File: src/rtl/fu_alu_arb_pkg.sv
// fu_alu_arb_pkg: shared types for the shared-ALU issue arbiter.
// Perf counters in fu_alu_arbiter are enabled by FU_ALU_ARB_PERF_EN.
package fu_alu_arb_pkg;

  typedef logic [31:0] word_t;

  // Sized for the widest configuration; narrower tags/indices zero-extend.
  localparam int TAG_W = 8;
  localparam int SRC_W = 3;

  localparam int FLAG_N = 2;
  localparam int FLAG_V = 1;
  localparam int FLAG_Z = 0;

  typedef enum logic [3:0] {
    ALU_ADD  = 4'd0,
    ALU_SUB  = 4'd1,
    ALU_AND  = 4'd2,
    ALU_OR   = 4'd3,
    ALU_XOR  = 4'd4,
    ALU_SLL  = 4'd5,
    ALU_SRL  = 4'd6,
    ALU_SRA  = 4'd7,
    ALU_SLT  = 4'd8,
    ALU_SLTU = 4'd9
  } aluop_t;

  typedef struct packed {
    aluop_t           aluop;
    word_t            port_a;
    word_t            port_b;
    logic [TAG_W-1:0] rd;
  } alu_req_t;

  typedef struct packed {
    word_t            result;
    logic [2:0]       flags;
    logic [TAG_W-1:0] rd;
    logic [SRC_W-1:0] src;
  } alu_res_t;

  function automatic logic [2:0] pack_flags(
    input logic n,
    input logic v,
    input logic z
  );
    logic [2:0] f;
    f         = '0;
    f[FLAG_N] = n;
    f[FLAG_V] = v;
    f[FLAG_Z] = z;
    return f;
  endfunction

endpackage

File: src/rtl/fu_alu_if.sv
// fu_alu_if: connection to a combinational integer ALU.
// tb/master drive operands; alu/slave return result and flags.
interface fu_alu_if;
  import fu_alu_arb_pkg::*;

  logic [3:0] aluop;
  word_t      port_a;
  word_t      port_b;
  word_t      port_output;
  logic       negative;
  logic       overflow;
  logic       zero;

  modport alu (
    input  aluop, port_a, port_b,
    output port_output, negative, overflow, zero
  );

  modport tb (
    output aluop, port_a, port_b,
    input  port_output, negative, overflow, zero
  );

  modport slave (
    input  aluop, port_a, port_b,
    output port_output, negative, overflow, zero
  );

  modport master (
    output aluop, port_a, port_b,
    input  port_output, negative, overflow, zero
  );

endinterface

File: src/rtl/fu_alu_arbiter_rr.sv
// rr_arbiter: rotating-priority grant, scan starts at ptr and wraps.
// gnt is one-hot and gated by en; gnt_idx is valid whenever any req is set.
module rr_arbiter #(
  parameter  int N  = 4,
  localparam int IW = (N > 1) ? $clog2(N) : 1
) (
  input  logic [N-1:0]  req,
  input  logic [IW-1:0] ptr,
  input  logic          en,
  output logic [N-1:0]  gnt,
  output logic [IW-1:0] gnt_idx
);

  logic found;

  always_comb begin
    found   = 1'b0;
    gnt_idx = '0;
    gnt     = '0;
    for (int k = 0; k < N; k++) begin
      if (!found && req[(int'(ptr) + k) % N]) begin
        found   = 1'b1;
        gnt_idx = IW'((int'(ptr) + k) % N);
      end
    end
    if (en && found) begin
      gnt[gnt_idx] = 1'b1;
    end
  end

endmodule

File: src/rtl/fu_alu_arbiter.sv
// fu_alu_arbiter: round-robin issue of NREQ requesters onto one ALU.
// Two registered stages (issue, result); FU_ALU_ARB_PERF_EN adds counters.
module fu_alu_arbiter
  import fu_alu_arb_pkg::*;
#(
  parameter  int NREQ = 4,
  parameter  int TAGW = 5,
  localparam int SW   = $clog2(NREQ)
) (
  input  logic                 CLK,
  input  logic                 nRST,
  input  logic [NREQ-1:0]      req_valid,
  output logic [NREQ-1:0]      req_ready,
  input  logic [NREQ*4-1:0]    req_aluop,
  input  logic [NREQ*32-1:0]   req_port_a,
  input  logic [NREQ*32-1:0]   req_port_b,
  input  logic [NREQ*TAGW-1:0] req_rd,
  fu_alu_if.tb                 alu,
  output logic                 wb_valid,
  input  logic                 wb_ready,
  output word_t                wb_result,
  output logic [TAGW-1:0]      wb_rd,
  output logic [SW-1:0]        wb_src,
  output logic [2:0]           wb_flags
`ifdef FU_ALU_ARB_PERF_EN
  ,
  output logic [31:0]          perf_issued,
  output logic [31:0]          perf_stall,
  output logic [31:0]          perf_idle
`endif
);

  logic             s1_valid;
  logic             s2_valid;
  logic             s1_load;
  logic             s2_adv;
  logic             accept;
  logic [SW-1:0]    rr_ptr;
  logic [SW-1:0]    nxt_ptr;
  logic [SW-1:0]    gidx;
  logic [NREQ-1:0]  gnt;
  alu_req_t         s1_req;
  alu_req_t         nxt_req;
  logic [SRC_W-1:0] s1_src;
  alu_res_t         s2_res;

  assign s2_adv  = s1_valid && (!s2_valid || wb_ready);
  assign s1_load = !s1_valid || s2_adv;

  rr_arbiter #(.N(NREQ)) u_rr (
    .req     (req_valid),
    .ptr     (rr_ptr),
    .en      (s1_load),
    .gnt     (gnt),
    .gnt_idx (gidx)
  );

  // gnt is already qualified by req_valid and s1_load
  assign req_ready = gnt;
  assign accept    = |gnt;

  assign nxt_ptr = (gidx == SW'(NREQ - 1)) ? '0 : gidx + SW'(1);

  always_comb begin
    nxt_req        = '0;
    nxt_req.aluop  = aluop_t'(req_aluop[4*int'(gidx) +: 4]);
    nxt_req.port_a = req_port_a[32*int'(gidx) +: 32];
    nxt_req.port_b = req_port_b[32*int'(gidx) +: 32];
    nxt_req.rd     = TAG_W'(req_rd[TAGW*int'(gidx) +: TAGW]);
  end

  always_ff @(posedge CLK or negedge nRST) begin
    if (!nRST) begin
      s1_valid <= 1'b0;
      s1_req   <= '0;
      s1_src   <= '0;
      rr_ptr   <= '0;
    end else if (accept) begin
      s1_valid <= 1'b1;
      s1_req   <= nxt_req;
      s1_src   <= SRC_W'(gidx);
      rr_ptr   <= nxt_ptr;
    end else if (s2_adv) begin
      s1_valid <= 1'b0;
    end
  end

  assign alu.aluop  = s1_req.aluop;
  assign alu.port_a = s1_req.port_a;
  assign alu.port_b = s1_req.port_b;

  always_ff @(posedge CLK or negedge nRST) begin
    if (!nRST) begin
      s2_valid <= 1'b0;
      s2_res   <= '0;
    end else if (s2_adv) begin
      s2_valid      <= 1'b1;
      s2_res.result <= alu.port_output;
      s2_res.flags  <= pack_flags(alu.negative,
                                  alu.overflow,
                                  alu.zero);
      s2_res.rd     <= s1_req.rd;
      s2_res.src    <= s1_src;
    end else if (wb_ready) begin
      s2_valid <= 1'b0;
    end
  end

  assign wb_valid  = s2_valid;
  assign wb_result = s2_res.result;
  assign wb_rd     = TAGW'(s2_res.rd);
  assign wb_src    = SW'(s2_res.src);
  assign wb_flags  = s2_res.flags;

`ifdef FU_ALU_ARB_PERF_EN
  logic any_req;
  assign any_req = |req_valid;

  always_ff @(posedge CLK or negedge nRST) begin
    if (!nRST) begin
      perf_issued <= '0;
      perf_stall  <= '0;
      perf_idle   <= '0;
    end else begin
      if (accept && perf_issued != '1)
        perf_issued <= perf_issued + 32'd1;
      if (any_req && !accept && perf_stall != '1)
        perf_stall <= perf_stall + 32'd1;
      if (!s1_valid && !s2_valid && !any_req
          && perf_idle != '1)
        perf_idle <= perf_idle + 32'd1;
    end
  end
`endif

endmodule

File: src/flat_wrapper.sv
// flat-port wrapper written by rule: the top's interface ports become plain ports
module fu_alu_arbiter_flat import fu_alu_arb_pkg::*;
#(
  parameter  int NREQ = 4,
  parameter  int TAGW = 5,
  localparam int SW   = $clog2(NREQ)
)
  (CLK, nRST, req_valid, req_ready, req_aluop, req_port_a, req_port_b, req_rd, wb_valid, wb_ready, wb_result, wb_rd, wb_src, wb_flags, alu_aluop, alu_port_a, alu_port_b, alu_port_output, alu_negative, alu_overflow, alu_zero);
  fu_alu_if alu_i ();
  input  logic CLK;
  input  logic nRST;
  input  logic [NREQ-1:0] req_valid;
  output logic [NREQ-1:0] req_ready;
  input  logic [NREQ*4-1:0] req_aluop;
  input  logic [NREQ*32-1:0] req_port_a;
  input  logic [NREQ*32-1:0] req_port_b;
  input  logic [NREQ*TAGW-1:0] req_rd;
  output logic wb_valid;
  input  logic wb_ready;
  output word_t wb_result;
  output logic [TAGW-1:0] wb_rd;
  output logic [SW-1:0] wb_src;
  output logic [2:0] wb_flags;
  output wire logic [$bits(alu_i.aluop)-1:0] alu_aluop;
  output wire logic [$bits(alu_i.port_a)-1:0] alu_port_a;
  output wire logic [$bits(alu_i.port_b)-1:0] alu_port_b;
  input wire logic [$bits(alu_i.port_output)-1:0] alu_port_output;
  input wire logic [$bits(alu_i.negative)-1:0] alu_negative;
  input wire logic [$bits(alu_i.overflow)-1:0] alu_overflow;
  input wire logic [$bits(alu_i.zero)-1:0] alu_zero;
  assign alu_aluop = alu_i.aluop;
  assign alu_port_a = alu_i.port_a;
  assign alu_port_b = alu_i.port_b;
  assign alu_i.port_output = alu_port_output;
  assign alu_i.negative = alu_negative;
  assign alu_i.overflow = alu_overflow;
  assign alu_i.zero = alu_zero;
  fu_alu_arbiter #(.NREQ(NREQ), .TAGW(TAGW)) u_core (.CLK(CLK), .nRST(nRST), .req_valid(req_valid), .req_ready(req_ready), .req_aluop(req_aluop), .req_port_a(req_port_a), .req_port_b(req_port_b), .req_rd(req_rd), .alu(alu_i), .wb_valid(wb_valid), .wb_ready(wb_ready), .wb_result(wb_result), .wb_rd(wb_rd), .wb_src(wb_src), .wb_flags(wb_flags));
endmodule
File: config.mk
export PLATFORM = sky130hd
export DESIGN_NAME = fu_alu_arbiter_flat
export DESIGN_NICKNAME = d
export VERILOG_FILES = /design/src/rtl/fu_alu_arb_pkg.sv /design/src/rtl/fu_alu_if.sv /design/src/rtl/fu_alu_arbiter_rr.sv /design/src/rtl/fu_alu_arbiter.sv /design/src/flat_wrapper.sv
export SDC_FILE = /design/constraint.sdc
export NUM_CORES = 1
export LEC_CHECK = 0
export ABC_AREA = 1
export CORE_AREA = 2 2 174 176
export DETAILED_ROUTE_END_ITERATION = 8
export DIE_AREA = 0 0 176 178
export PLACE_DENSITY_LB_ADDON = 0.1
export REMOVE_ABC_BUFFERS = 1
export SLEW_MARGIN = 20
export SYNTH_ARGS = -nofsm -noshare
export SYNTH_HDL_FRONTEND = slang
export SYNTH_SLANG_ARGS = --single-unit
File: constraint.sdc
create_clock -name CLK -period 2.6 [get_ports CLK]
set_input_delay 0.52 -clock CLK [delete_from_list [all_inputs] [get_ports CLK]]
set_output_delay 0.52 -clock CLK [all_outputs]
set_load 0.005 [all_outputs]
# Word-level counts from Yosys, hierarchy flattened
# Cells that the tools add are included.
# op_classes
n_addsub,4
multipliers,1
n_lt_le_gt_ge,6
n_eq_ne,1
shifts,4
mux,27
bitwise_logic,3
reduce_logical,19
# op_table
cell,count
$shiftx 128x8->32,2
$shiftx 20x32->5,1
$mux 1,16
$shiftx 16x5->4,1
$lt 3x4->1 const B,3
$mux 2,5
$bmux 1 s2,4
$logic_and 1x1->1,6
$lt 2x3->1 const B,2
$reduce_or 2->1,3
$logic_not 1->1,5
$mul 3x2->5 const A,1
$add 2x1->2 const B,2
$add 2x2->2 const B,2
$mux 4,1
$reduce_bool 2->1,2
$reduce_or 4->1,1
$and 1x1->1 const A,3
$demux 1 s2,1
$eq 2x2->1 const B,1
$ge 2x1->1 const B,1
$logic_or 1x1->1,2
# totals
register_bits,121
input_bits,334
out_inout_bits,115
word_cells,77

# Longest topological paths before layout
# Gate-level depths: netlist (run 1).
# depth
ltp_word,21
depth_mapped,19
depth_no_buf,15

# Hierarchy
# From an unflattened synthesis (run 1), not the netlist that was laid out.
# unflattened
hier_cells,1360
area_unflattened_um2,8501.9
# modules_own_cells
module,instances,cells_per_inst,area_per_inst_um2,seq_area_each_um2
fu_alu_arbiter,1,1294,8131.5,3027.9
rr_arbiter,1,66,370.4,0.0

# Least setup slack after synthesis (run 1)
# Ideal clock, no wire load.
# synth_path
kind,input port to output port
start,input port req_valid[3]
end,output port req_ready[2]
arrival_ns,2.212
t_required_ns,2.080
slack_ns,-0.132
path_stages,14
n_path_buf,4
cell_sequence,inv_1 -> nand2_1 -> nand3_1 -> nand2_1 -> nor2_2 -> nand3_4 -> nand3_2 -> buf_4 -> buf_2 -> ha_1 -> nand2_2 -> buf_2 -> buf_4 -> inv_1
# synth_between
elab_chain_len,17
elab_cells_between_ends,32
# synth_lines
item,line_no,text
from (decl),flat_wrapper.sv:12,input logic [NREQ-1:0] req_valid;
$bmux 1 s2,fu_alu_arbiter_rr.sv:21,if (!found && req[(int'(ptr) + k) % N]) begin
$mux 1 (implied by the code),fu_alu_arbiter_rr.sv:21,
$mux 1,fu_alu_arbiter_rr.sv:21,
$logic_not 1->1,fu_alu_arbiter_rr.sv:21,
$logic_and 1x1->1,fu_alu_arbiter_rr.sv:21,
$mux 1,fu_alu_arbiter_rr.sv:21,
$logic_not 1->1,fu_alu_arbiter_rr.sv:21,
$logic_and 1x1->1,fu_alu_arbiter_rr.sv:21,
$mux 1,fu_alu_arbiter_rr.sv:21,
$logic_not 1->1,fu_alu_arbiter_rr.sv:21,
$logic_and 1x1->1,fu_alu_arbiter_rr.sv:21,
$mux 2,fu_alu_arbiter_rr.sv:21,
$lt 2x3->1 (implied by the code) or $ge 2x1->1 (tied branches),fu_alu_arbiter_rr.sv:27,gnt[gnt_idx] = 1'b1;
$logic_and 1x1->1 (implied by the code),fu_alu_arbiter_rr.sv:27,
$mux 1 (implied by the code),fu_alu_arbiter_rr.sv:27,
$demux 1 s2,fu_alu_arbiter_rr.sv:27,
$mux 4 (*),fu_alu_arbiter_rr.sv:26,if (en && found) begin
to (decl),flat_wrapper.sv:13,output logic [NREQ-1:0] req_ready;
# Mark *: on every way between the ends. The rest lies on a longest branch, timed or not. The select of a mux whose other input is x is not followed.

# Worst setup path in the final report (run 1)
# layout_path
start,register u_core.rr_ptr[0]
end,output port req_ready[2]
# layout_between
elab_chain_len,17
elab_cells_between_ends,35
# layout_lines
item,line_no,text
from (decl),fu_alu_arbiter.sv:38,logic [SW-1:0] rr_ptr;
from (signal assigned),fu_alu_arbiter.sv:82,rr_ptr <= nxt_ptr;
$add 2x1->2 or $bmux 1 s2 (tied branches),"fu_alu_arbiter_rr.sv:21, fu_alu_arbiter_rr.sv:23",
$bmux 1 s2 or $mux 1 (tied branches),fu_alu_arbiter_rr.sv:21,
$mux 1 (implied by the code),fu_alu_arbiter_rr.sv:21,
$mux 1 (implied by the code) or $logic_not 1->1 (tied branches),fu_alu_arbiter_rr.sv:21,
$logic_and 1x1->1,fu_alu_arbiter_rr.sv:21,
$mux 1,fu_alu_arbiter_rr.sv:21,
$logic_not 1->1,fu_alu_arbiter_rr.sv:21,
$logic_and 1x1->1,fu_alu_arbiter_rr.sv:21,
$mux 1,fu_alu_arbiter_rr.sv:21,
$logic_not 1->1,fu_alu_arbiter_rr.sv:21,
$logic_and 1x1->1,fu_alu_arbiter_rr.sv:21,
$mux 2,fu_alu_arbiter_rr.sv:21,
$lt 2x3->1 (implied by the code) or $ge 2x1->1 (tied branches),fu_alu_arbiter_rr.sv:27,
$logic_and 1x1->1 (implied by the code),fu_alu_arbiter_rr.sv:27,
$mux 1 (implied by the code),fu_alu_arbiter_rr.sv:27,
$demux 1 s2,fu_alu_arbiter_rr.sv:27,
$mux 4 (*),fu_alu_arbiter_rr.sv:26,
# Marks and branches as above.

==> results of run 1 <==
-- cells in the final DEF (no fill, tap or decap), drive strengths merged, types with 3 or more instances in the layout --
cell           count
mux2              41
nand3             85
nand4            225
clkbuf            18
dfrtp            121
inv              175
dlygate4sd2        3
clkinvlp           4
nand2            557
buf               66
clkdlybuf4s50    440
nor2               6
-- cells by family after synthesis --
family                     count (synthesis)  synth area share, %
buffers and inverters                    350                 18.7
and+or+nand+nor                          875                 43.3
DFF                                      121                 32.7
muxes                                     41                 4.99
AOI/OAI and AO/OA                          3                0.176
adders and majority gates                  1                0.135
-- Yosys cell counts, types with 4 or more instances --
cell	instances	area share, %
nand3_1	80	4.3
buf_4	76	6.2
buf_1	14	0.57
nor2_1	5	0.20
nand3_2	4	0.43
clkbuf_1	33	1.3
inv_1	161	6.5
nand4_1	224	15
dfrtp_1	121	33
nand2_1	554	22
buf_2	54	2.9
mux2_2	41	5.0
buf_6	8	0.97
-- stage by stage --
stage	hold WS [ns]	util [%]	setup slack, ns	TNS [ns]	instances
floorplan	0.224	-	-4.70	-375.87	1206
global placement	0.468	46.4	-0.627	-36.96	2094
detailed placement	0.492	46.4	-0.644	-39.08	2094
CTS	0.0550	49.2	-0.0877	-0.301	2136
global route	0.0761	49.6	-0.228	-9.82	2140
finish	0.0464	49.6	-0.126	-0.397	2141
-- how the worst min path moves through the flow --
stage,startpoint,to,slack [ns],cells after the start
after detailed placement,u_core.wb_result[27],u_core.wb_result[27],0.49,1
after floorplan,nRST,u_core.alu.aluop[0],0.22,0
after global routing,nRST,u_core.wb_result[1],0.08,1
final,nRST,u_core.wb_result[1],0.05,1
after CTS,nRST,u_core.wb_result[1],0.06,1
after global placement,u_core.wb_src[0],u_core.wb_src[0],0.47,2
-- power breakdown --
group          total (mW)  switching [mW]  internal [mW]
sequential           3.46           0.510           2.95
combinational        16.8            10.1           6.67
clock                2.49            1.03           1.46
-- routing by layer --
layer	share of wire [%]	wire (um)
met1	40	15100
met4	3.0	1110
met2	48	17900
met3	8.5	3160
met5	0.035	13
-- flip-flops by register name (all words and copies together), names as in the netlist, 3 cells and up --
register	count
u_core.wb_flags	3
u_core.alu.port_b	32
u_core.wb_result	32
u_core.s1_req	5
u_core.alu.port_a	32
u_core.wb_rd	5
u_core.alu.aluop	4
-- final cells by class --
class                      instances  area, sq um
multi-input combinational        920         4670
clock inverter                    15          180
clock buffer                      17          425
tap                              390          488
sequential                       121         3030
timing repair buffer             510         5160
timing repair inverter             1         7.51
inverter                         165          622
antenna                            2         5.00
fill                            2939        14800
-- repair_timing --
action,4_1_cts,5_1_grt
endpoints found under the setup margin,82,82
gates cloned,1,1
resized for setup,67,16
buffers inserted,9,2
pin swaps,17,10
-- worst register-to-register path, cell delays in order, from the launching register on --
cell	delay, ns
dfrtp_2	0.49
clkinvlp_4	0.18
buf_4	0.16
buf_4	0.13
buf_4	0.12
buf_4	0.13
nand2_4	0.08
nand3_4	0.11
buf_4	0.17
nand3_4	0.08
buf_4	0.30
nand3_4	0.17
buf_12	0.21
nand2_1	0.13
nand2_1	0.05
==> metrics.txt, run 1 <==
WS Path Type=register to output pin; FF+latch count, synth=between 100 and 150; CP Buf/Inv Count=7; Final Power=around 23 mW; P&R area growth vs syn=57.5%; grt met1 use=between 20% and 30%; Cell Area, Synth=9250 sq um; DR iter-0 viols=424; DRT antenna net count=0; deepest clock path buffer count=2; drt wl/cell=about 17 um; reg2reg path depth=14; met3 usage=a little under 7%; CTS Sinks=about 120; Rel. slew slack=around three fifths; Worst Setup SP=u_core.rr_ptr[0]; CP max-delay cell=dfrtp_2; Hold Fails Final Rpt=0; Post-DP HPWL=approximately 26 mm; crit-path max FO=6; Slew Viols, Final=0; DRT Wirelength=roughly 37 mm; Clock transition at path regs=roughly 0.07 ns; Via density=approximately 4.8; DR pass1 iterations=5; Netlist cell types=24; num rows=63; largest net degree at the start of global routing=94; RSZ-0062 raised after global routing=true; number of hold buffers added after CTS=0; cell family with most CP delay=buffers and inverters; worst slew pin tran=0.598 ns; starting density of the core=between 30% and 40%; Worst R2R End=u_core.alu.port_a[5]; boundary pin count=449; met2 track demand over resource=39.4%; failing checks=setup timing; All-Layer GR Usage=a little under a quarter; Die W=~180 um; Die Y-Extent=178 um; Cells after Synth=about 1400; Worst path max stage delay=roughly 0.5 ns; end of the critical path=req_ready[2]; R2R Setup Slk=0.01 ns; Clock Latency Late Sink=roughly 0.42 ns; first-pass GRT wire length=approximately 56 mm; worst path required time=roughly 2.1 ns; final layout net count=~2100; Die ar.=roughly 31000 sq um; outcome=finished with violations; final cycle utilization of the critical path=105%; Setup-failing EPs final=4; Synth Warn #=0; HP Class=input port to async pin; Placed Instance Area=roughly 14000 sq um; achievable frequency=about 370 MHz; fraction of layout cells with a size suffix above 1=10.7%; Synth Flop Type=dfrtp_1; CP Depth=11; post-synthesis sequential area ratio=about a third; synthesized area per cell=approximately 6.7 sq um; RD Place Congestion=0.832; vias in the first global route=10086; CTS tree=done; Data arrival, critical path=around 2.2 ns; max-cap viol count=0; Post-synth EDFFs=0; CP endpoint kind=output pin; grt ovf=0; Async SR Flop Fraction=between 90% and 100%; core area=29400 sq um; clock skew=0.0142 ns; RR Startpoint=u_core.rr_ptr[0]; Worst Slack Setup Final=-0.126 ns; LEAKAGE=approximately 7.3 nW; Tmin final=between 2 and 3 ns; via count=10375; Root Buffer=clkbuf_16; post-route cell area=14600 sq um; worst-path cell chain=clkinvlp_4 -> buf_4 -> buf_4 -> buf_4 -> buf_4 -> nand2_4 -> nand3_4 -> ha_4 -> nand2_4 -> inv_2 -> buf_6; initial antenna violation count=2; Peak VDD IR=approximately 1.4 mV; most used routing layer=met2; Power Density=roughly 1600 nW/um^2; H-tree levels=4; CTS Buf Count=17; most used cell along the critical path=buf_4; # DRC=0; Port Buffers=448; crit path launch type=register
No activity file was read; power rests on OpenSTA's default activity.
==> run 2: changes to the inputs <==
Settings changed: PLACE_DENSITY set to 0.69, PLACE_DENSITY_LB_ADDON 0.1 to not set.
Clock period 2.6 ns to 2.3 ns, I/O delays scaled along.
==> run 2 against run 1 <==
  * Combinational power rose by 48%
  * Largest cell class unchanged
  * Sequential power up 14%
  * Setup slack got worse by 0.25 ns
  * Global-route usage is 1.2 points lower
  * Clock skew hardly changed
  * Largest power group unchanged
  * Critical path type unchanged
  * The run ends with hold timing, setup timing left
==> metrics.txt, run 2 (same netlist as run 1, synthesis figures left out) <==
TNS Setup=-23.76 ns (was -0.397 ns); Multi-input gate area=5080 sq um (was 4670 sq um); grt ovf=0 (unchanged); H-tree levels=4 (unchanged); Slew Viols, Final=0 (unchanged); commonest cells after routing, fill and taps aside=nand2_1, clkdlybuf4s50_1, nand4_1 (unchanged); Fin Hold WS=-0.000461 ns (was 0.0464 ns); dpl cells=2092 (was 2094); Fillers=2739 (was 2939); num rows=63 (unchanged); CP max-delay cell=dfrtp_2 (unchanged); P&R area growth vs syn=68.6% (was 57.5%); Worst Setup SP=u_core.rr_ptr[0] (unchanged); wire length on met3=3.00 mm (was 3.16 mm); crit-path max FO=6 (unchanged); first-pass GRT wire length=53.9 mm (was 56.2 mm); RSZ-0062 raised after global routing=true (unchanged); clock skew=0.0141 ns (was 0.0142 ns); FF+latch area=3030 sq um (about the same); achievable frequency=roughly 370 MHz; All-Layer GR Usage=21.7% (was 22.9%); crit path launch type=register (unchanged); largest net degree at the start of global routing=89 (was 94); deepest clock path buffer count=2 (unchanged); DRT Wirelength=39.4 mm (was 37.3 mm); core area=29400 sq um (unchanged); RR Startpoint=u_core.rr_ptr[0] (unchanged); CTS tree=done (unchanged); outcome=finished with violations (unchanged); Hold Fails Final Rpt=1 (was 0); CP Buf/Inv Count=4 (was 7); Worst Slack Setup Final=-0.377 ns (was -0.126 ns); Die W=176 um (unchanged); Tmin final=~2.7 ns; WL met2=19.6 mm (was 17.9 mm); Die Y-Extent=178 um (unchanged); fin cells=2163 (was 2141); Rel. slew slack=64.0% (was 60.1%); worst path required time=1.84 ns (was 2.08 ns); max-cap viol count=0 (unchanged); boundary pin count=449 (unchanged); # DRC=0 (unchanged); WL met1=15.1 mm (about the same); cell family with most CP delay=simple AND/OR/NAND/NOR gates (was buffers and inverters); Post-DP HPWL=24.6 mm (was 25.9 mm); Port Buffers=448 (unchanged); DR pass1 iterations=6 (was 5); CTS Sinks=121 (unchanged); CP endpoint kind=output pin (unchanged); WS Path Type=register to output pin (unchanged); number of hold buffers added after CTS=0 (unchanged); worst-path cell chain=inv_4 -> nand2_1 -> nand2_4 -> nand2_1 -> inv_2 -> nor2_2 -> nand3_4 -> nand3_4 -> buf_6 -> nor3_4 -> buf_2 (was clkinvlp_4 -> buf_4 -> buf_4 -> buf_4 -> buf_4 -> nand2_4 -> nand3_4 -> ha_4 -> nand2_4 -> inv_2 -> buf_6); DR top layer=met4 (was met5); via count=10778 (was 10375); DR iter-0 viols=515 (was 424); RD Place Congestion=0.865 (was 0.832); starting density of the core=31.5% (unchanged); Finished Core Util=53.1% (was 49.6%); DRT antenna net count=0 (unchanged); failing checks=hold timing, setup timing (was setup timing); Clock transition at path regs=0.06 ns (was 0.07 ns); final layout net count=2096 (was 2071); Data arrival, critical path=2.22 ns (was 2.21 ns); Root Buffer=clkbuf_16 (unchanged); Die ar.=31300 sq um (unchanged); Setup-failing EPs final=82 (was 4); CTS Buf Count=17 (unchanged); final cycle utilization of the critical path=116%; diodes inserted=0 (was 2); LEAKAGE=7.83 nW (was 7.33 nW); initial antenna violation count=0 (was 2); fraction of layout cells with a size suffix above 1=17.0% (was 10.7%); Worst path max stage delay=0.48 ns (was 0.49 ns); Final Power=31.5 mW (was 22.7 mW); Power Density=2020 nW/um^2 (was 1560 nW/um^2); Via density=4.98 (was 4.85); HP Class=input port to async pin (unchanged); drt wl/cell=18.2 um (was 17.4 um); worst slew pin tran=0.540 ns (was 0.598 ns); Clock Latency Late Sink=0.42 ns (about the same); commonest non-fill, non-tap cell in the layout=nand2_1 (unchanged); vias in the first global route=10225 (was 10086); Peak VDD IR=1.31 mV (was 1.37 mV)
-- run 2: changes by cell type in the layout (fill, tap and decap cells not counted), sizes merged --
| cell | delta |
|---|---|
| clkinvlp | -2 |
| diode | -2 |
| inv | -7 |
| dlygate4sd2 | -3 |
| clkbuf | +14 |
| buf | +12 |
| clkinv | +7 |
| clkdlybuf4s50 | +3 |
-- run 2: final timing paths --
| check | end | slack (ns) | depth (start not counted) |
|---|---|---|---|
| setup / recovery | req_ready[1] | -0.38 | 11 |
| hold / removal | u_core.wb_result[10] | -0.0005 | 1 |
| setup reg to reg | u_core.alu.port_b[2] | -0.36 | 18 |
| hold reg to reg | u_core.wb_src[0] | 0.48 | 2 |
| max in group asynchronous | u_core.alu.port_a[26] | 1.66 | 2 |
| min in group CLK | u_core.wb_src[0] | 0.48 | 2 |
-- run 2: metal layers --
layer	up-vias	track usage [%]
met1	5004	24.6
met3	95	5.46
met5	-	0
li1	5198	-
met2	481	38.9
met4	0	9.37
-- run 2: worst register-to-register path: stages (launching register included) --
cell and delay [ns]:
dfrtp_2 0.48, buf_4 0.17, nand2_2 0.11, nand3_4 0.10
nand2_4 0.11, inv_4 0.06, nand3_2 0.06, nand4_1 0.13
buf_4 0.17, ha_4 0.16, nand2_4 0.09, buf_6 0.10
buf_6 0.08, buf_12 0.10, nand3_4 0.14, buf_12 0.19
clkbuf_16 0.19, nand2_2 0.06, nand2_1 0.04
-- run 2: layout make-up --
| class | instances | share of cell area (%) |
|---|---|---|
| Sequential cell | 121 | 19.4 |
| Timing Repair inverter | 1 | 0.0481 |
| Tap cell | 390 | 3.13 |
| Inverter | 165 | 4.00 |
| Clock buffer | 18 | 2.81 |
| Multi-Input combinational cell | 920 | 32.6 |
| Timing Repair Buffer | 535 | 37.1 |
| Clock inverter | 13 | 0.922 |
-- run 2: timing repair --
item,CTS,global route
pin swaps,18,84
cloned,3,19
setup buffers,4,16
resized for setup,65,174
endpoints found under the hold margin,0,0
endpoints found under the setup margin,82,82
-- run 2: power by group --
part / leakage, nW / switching [mW] / internal (mW) / total [mW]
combinational: 6.07 / 14.3 / 10.6 / 24.9
sequential: 1.46 / 0.605 / 3.34 / 3.95
clock: 0.287 / 1.05 / 1.63 / 2.68
-- run 2: through the flow --
step	setup WS (ns)	area, sq um
finish	-0.377	15600
global route	-0.499	15600
CTS	-0.366	14500
detailed placement	-0.940	13700
global placement	-0.880	13700
floorplan	-5.00	8150
==> run 3: changes to the inputs <==
Settings changed: CTS_CLUSTER_DIAMETER set to 60.
==> results of run 3 <==
Final layout, timing and power as in run 2 (identical DEF).
